## src/rtl/snn_config_loader.sv

```systemverilog
// Byte-serial loader that assembles the SNN threshold/decay/refractory/weight/delay buses.
// Optional trailing XOR checksum byte is enabled by defining SNN_CFG_CHECKSUM_EN.
module snn_config_loader #(
  parameter int unsigned WEIGHT_BYTES = 144,
  parameter int unsigned DELAY_BYTES  = 72,
  parameter int unsigned PARAM_BYTES  = 3,
  parameter int unsigned CNT_W        = 8
) (
  input  logic                      clk_i,
  input  logic                      reset_i,
  input  logic                      load_start_i,
  input  logic [7:0]                data_in_i,
  input  logic                      data_valid_i,
  output logic [7:0]                threshold_o,
  output logic [7:0]                decay_o,
  output logic [7:0]                refractory_period_o,
  output logic [8*WEIGHT_BYTES-1:0] weights_o,
  output logic [8*DELAY_BYTES-1:0]  delays_o,
  output logic                      config_valid_o,
  output logic                      busy_o,
  output logic [CNT_W-1:0]          byte_count_o,
  output logic                      load_error_o
);

  localparam int unsigned TotalBytes = PARAM_BYTES + WEIGHT_BYTES + DELAY_BYTES;
  localparam int unsigned DelayBase  = PARAM_BYTES + WEIGHT_BYTES;
`ifdef SNN_CFG_CHECKSUM_EN
  localparam int unsigned LastIdx = TotalBytes;
`else
  localparam int unsigned LastIdx = TotalBytes - 1;
`endif

  typedef enum logic [1:0] {StIdle, StLoad, StDone} state_e;

  state_e                    state_q, state_d;
  logic [CNT_W-1:0]          cnt_q, cnt_d;
  logic [7:0]                threshold_q, decay_q, refractory_q;
  logic [8*WEIGHT_BYTES-1:0] weights_q;
  logic [8*DELAY_BYTES-1:0]  delays_q;
  logic                      accept;
  logic                      last_byte;
  logic                      csum_ok;
  int unsigned               k;

  // A restart in the same cycle as a valid byte wins; the byte is dropped.
  assign accept    = (state_q == StLoad) && data_valid_i && !load_start_i;
  assign last_byte = accept && (cnt_q == CNT_W'(LastIdx));
  assign k         = 32'(cnt_q);

`ifdef SNN_CFG_CHECKSUM_EN
  logic [7:0] csum_q, csum_d;
  logic       err_q, err_d;

  assign csum_ok = (csum_q == data_in_i);

  always_comb begin
    csum_d = csum_q;
    err_d  = err_q;
    if (load_start_i) begin
      csum_d = 8'h00;
      err_d  = 1'b0;
    end else if (accept) begin
      if (k < TotalBytes) csum_d = csum_q ^ data_in_i;
      if (last_byte && !csum_ok) err_d = 1'b1;
    end
  end

  always_ff @(posedge clk_i or posedge reset_i) begin
    if (reset_i) begin
      csum_q <= 8'h00;
      err_q  <= 1'b0;
    end else begin
      csum_q <= csum_d;
      err_q  <= err_d;
    end
  end

  assign load_error_o = err_q;
`else
  assign csum_ok      = 1'b1;
  assign load_error_o = 1'b0;
`endif

  // State register
  always_ff @(posedge clk_i or posedge reset_i) begin
    if (reset_i) begin
      state_q <= StIdle;
      cnt_q   <= '0;
    end else begin
      state_q <= state_d;
      cnt_q   <= cnt_d;
    end
  end

  // Next-state logic
  always_comb begin
    state_d = state_q;
    case (state_q)
      StIdle, StDone: begin
        if (load_start_i) state_d = StLoad;
      end
      StLoad: begin
        if (load_start_i)   state_d = StLoad;
        else if (last_byte) state_d = csum_ok ? StDone : StIdle;
      end
      default: state_d = StIdle;
    endcase
  end

  always_comb begin
    cnt_d = cnt_q;
    if (load_start_i) cnt_d = '0;
    else if (accept)  cnt_d = cnt_q + 1'b1;
  end

  // Outputs
  always_comb begin
    busy_o         = (state_q == StLoad);
    config_valid_o = (state_q == StDone);
  end

  always_ff @(posedge clk_i or posedge reset_i) begin
    if (reset_i) begin
      threshold_q  <= 8'h00;
      decay_q      <= 8'h00;
      refractory_q <= 8'h00;
      weights_q    <= '0;
      delays_q     <= '0;
    end else if (accept) begin
      if (k == 0)               threshold_q  <= data_in_i;
      else if (k == 1)          decay_q      <= data_in_i;
      else if (k == 2)          refractory_q <= data_in_i;
      else if (k < DelayBase)   weights_q[8*(k-PARAM_BYTES) +: 8] <= data_in_i;
      else if (k < TotalBytes)  delays_q[8*(k-DelayBase) +: 8]    <= data_in_i;
    end
  end

  assign threshold_o         = threshold_q;
  assign decay_o             = decay_q;
  assign refractory_period_o = refractory_q;
  assign weights_o           = weights_q;
  assign delays_o            = delays_q;
  assign byte_count_o        = cnt_q;

endmodule

```

## config.mk

```make
export PLATFORM = sky130hd
export DESIGN_NAME = snn_config_loader
export DESIGN_NICKNAME = d
export VERILOG_FILES = /design/src/rtl/snn_config_loader.sv
export SDC_FILE = /design/constraint.sdc
export NUM_CORES = 2
export LEC_CHECK = 0
export CAP_MARGIN = 20
export CORE_AREA = 2 2 696 698
export CTS_CLUSTER_DIAMETER = 60
export CTS_CLUSTER_SIZE = 40
export DETAILED_ROUTE_END_ITERATION = 8
export DIE_AREA = 0 0 698 700
export PLACE_DENSITY = 0.34
export SETUP_SLACK_MARGIN = 0.3
export SYNTH_ARGS = -nofsm -noshare
export SYNTH_HDL_FRONTEND = slang
export SYNTH_SLANG_ARGS = --single-unit
```

## constraint.sdc

```tcl
create_clock -name clk_i -period 97.8 [get_ports clk_i]
set_input_delay 29.34 -clock clk_i [delete_from_list [all_inputs] [get_ports clk_i]]
set_output_delay 29.34 -clock clk_i [all_outputs]
set_load 0.02 [all_outputs]
```

==> out/results.ini <==
[global_route]
overflow=0
antenna_found_initial=67
grt_usage_pct=18.6
grt_pass1_vias=59200
grt_pass1_wl_mm=611
grt_max_degree=140

[timing]
fin_crit_ns=34.63
fmax_ghz=0.0289
relSlewSlack_pct=8.61
period_share_pct=35.4
clock-skew-final_ns=0.0828
setup_viol=0
tightest_slew_ns=1.37
hold_viol_final=0
finalSetupTns_ns=0
timing.final.max_slew_violations=0
grt_setup_unrepaired=false

[detailed_routing]
avgRoutedWirePerCell_um=32.1
wl_mm=471
drt_first_pass_iters=6
via_per_inst=4.00
drtIter0Drc=4622
ant_nets=0
drc=0
via_count=58700

[synth]
synth-warning-count=0
synth_ff_type=dfrtp_1
yosys_register_bits=1762
synth_edf_count=0
netlist_area_um2=67800
seq_area_frac_synth_pct=65.0
synth_fp_nets=6118
synthCells=6088
synth_cell_types=86
synth_area_per_cell_um2=11.1
async_flop_share_pct=100

[setup_path]
r2r-end=weights_o[483]
r2r_cells=15
worstPathRequired_ns=98.84
crit_type=in -> async
cp.arrival_ns=35.66
r2r-start=byte_count_o[1]
cp_max_fo=139
start_kind=input pin
r2r_slack_ns=89.71
endpoint_kind=asynchronous set/reset pin

[power]
p_leak_nw=42.3
clkPwrFrac_pct=53.5
power_density_nw_per_um2=16.6
combPwrFrac_pct=3.6
p_sw_share_pct=26.5
p_int_w=0.00126
power_frac_seq_pct=43.0
finalPower_w=0.00171
vdd_drop_max_uv=14.7
netSwitchingPower_w=0.000452

[floorplan]
pin_count=1775
die_area_um2=489000
initial_utilization_pct=14.1
die_w_um=698
rows=255
die_height_um=700
fp.coreArea_um2=481000

[cells_and_area]
multi_input_area_um2=22900
fin_util_pct=21.4
mostFrequentLayoutCell=clkdlybuf4s50_1
nNetsFinal=8034
fillCellCount=52200
drive_gt1_share_pct=15.0
fin_area_um2=103000
syn_to_final_growth_pct=51.8
final_cell_mix=clkdlybuf4s50_1, dfrtp_1, nand2_1, o21ai_0, mux2_2
seqCellArea_um2=44100
final_cells=14600

[place]
dp_hpwl_mm=361
dp.cells=14200
dpl_cell_area_um2=94500
io_buffer_count=1773
gp_congestion=0.810

[cts]
cts_resized=0
cts_tree=done
insertion_delay_ns=0.99
clk_pin_slew_worst_paths_ns=0.06
htreeDepth=4
clock_sinks=1762
clockBufferDepth=4
cts.hold.buffers_added=0
cts_made_buffers=232
cts_root_buffer=clkbuf_16
post_cts_buffers=0

[worst_hold_path]
hold_depth=2
hold_path_end=weights_o[445]
min_from=weights_o[445]
hp-class=reg -> reg

[run_status]
status=finished, final reports clean

[flow_run]
max_cap_viol_count=0

cell usage after synthesis (15+ instances only):
| master | n | area [um^2] |
|---|---|---|
| mux2i_1 | 16 | 160 |
| inv_1 | 32 | 120 |
| ha_1 | 18 | 225 |
| nor2_1 | 91 | 342 |
| buf_2 | 54 | 270 |
| clkbuf_1 | 224 | 841 |
| a21oi_1 | 38 | 190 |
| or3_1 | 15 | 93.8 |
| nand4_1 | 124 | 776 |
| mux2_2 | 425 | 4790 |
| nand2b_1 | 17 | 106 |
| nor4_1 | 15 | 93.8 |
| nand2_1 | 1352 | 5070 |
| nor2b_1 | 23 | 144 |
| nor3_1 | 44 | 220 |
| dfrtp_1 | 1762 | 44100 |
| o21ai_1 | 292 | 1460 |
| nor2_8 | 20 | 400 |
| o21ai_0 | 1232 | 6170 |
| nand3_1 | 82 | 410 |
cell type report:
| type | count | area share, % |
|---|---|---|
| Antenna cell | 18 | 0.0438 |
| Clock buffer | 256 | 5.87 |
| Clock inverter | 178 | 2.11 |
| Inverter | 34 | 0.131 |
| Multi-Input combinational cell | 3991 | 22.2 |
| Sequential cell | 1762 | 42.8 |
| Tap cell | 6425 | 7.81 |
| Timing Repair Buffer | 1983 | 19.0 |
cell families (layout without fill, tap and decap cells):
| family | Yosys count | after routing | synth area share [%] |
|---|---|---|---|
| and+or+nand+nor | 1868 | 1868 | 12.4 |
| buffers and inverters | 335 | 2451 | 2.04 |
| adders and majority gates | 18 | 18 | 0.332 |
| muxes | 441 | 441 | 7.29 |
| DFF | 1762 | 1762 | 65.0 |
| xor gates and xnor gates | 16 | 16 | 0.273 |
| other | 1 | 19 | 0.00553 |
| AOI/OAI and AO/OA | 1647 | 1647 | 12.6 |
sequential cells by signal (all words and copies together) (netlist names):
| signal | count |
|---|---|
| weights_o | 1152 |
| delays_o | 576 |
| byte_count_o | 8 |
| decay_o | 8 |
| refractory_period_o | 8 |
| threshold_o | 8 |
| state_q | 2 |
per-layer routing:
metal  global-route usage [%]  part of all wire, %
met1                     22.2                   40
met2                     31.2                   48
met3                     6.08                  8.4
met4                     6.28                  3.9
met5                        0                0.013
metrics by stage:
stage	hold WS [ns]	setup slack (ns)
global placement	0.461	61.85
global route	0.504	62.33
detailed placement	0.469	61.59
finish	0.476	63.17
CTS	0.482	62.58
floorplan	0.452	18.72
critical path, stage by stage:
cell	delay (ns)
clkdlybuf4s50_1	0.50
inv_8	0.51
buf_12	0.54
buf_4	0.67
buf_4	0.65
buf_4	0.61
buf_4	0.77
buf_12	0.52
buf_4	0.40
buf_16	0.33
power groups by stage:
stage	clock (W)	combinational, W	sequential [W]
finish	0.000913	0.0000611	0.000734
global route	0.000971	0.0000659	0.000734
CTS	0.000940	0.0000635	0.000734
detailed placement	0	0.0000634	0.000748
global placement	0	0.0000625	0.000747
floorplan	0	0.0000231	0.000753
worst max-delay path by stage:
| stage | end | cells past startpoint | slack, ns | start |
|---|---|---|---|---|
| floorplan | byte_count_o[0] | 1 | 18.72 | reset_i |
| CTS | weights_o[246] | 9 | 62.58 | reset_i |
| finish | weights_o[244] | 10 | 63.17 | reset_i |
| global placement | weights_o[242] | 9 | 61.85 | reset_i |
| detailed placement | weights_o[246] | 9 | 61.59 | reset_i |
| global route | weights_o[729] | 9 | 62.33 | reset_i |
(Power assumes the default switching activity.)
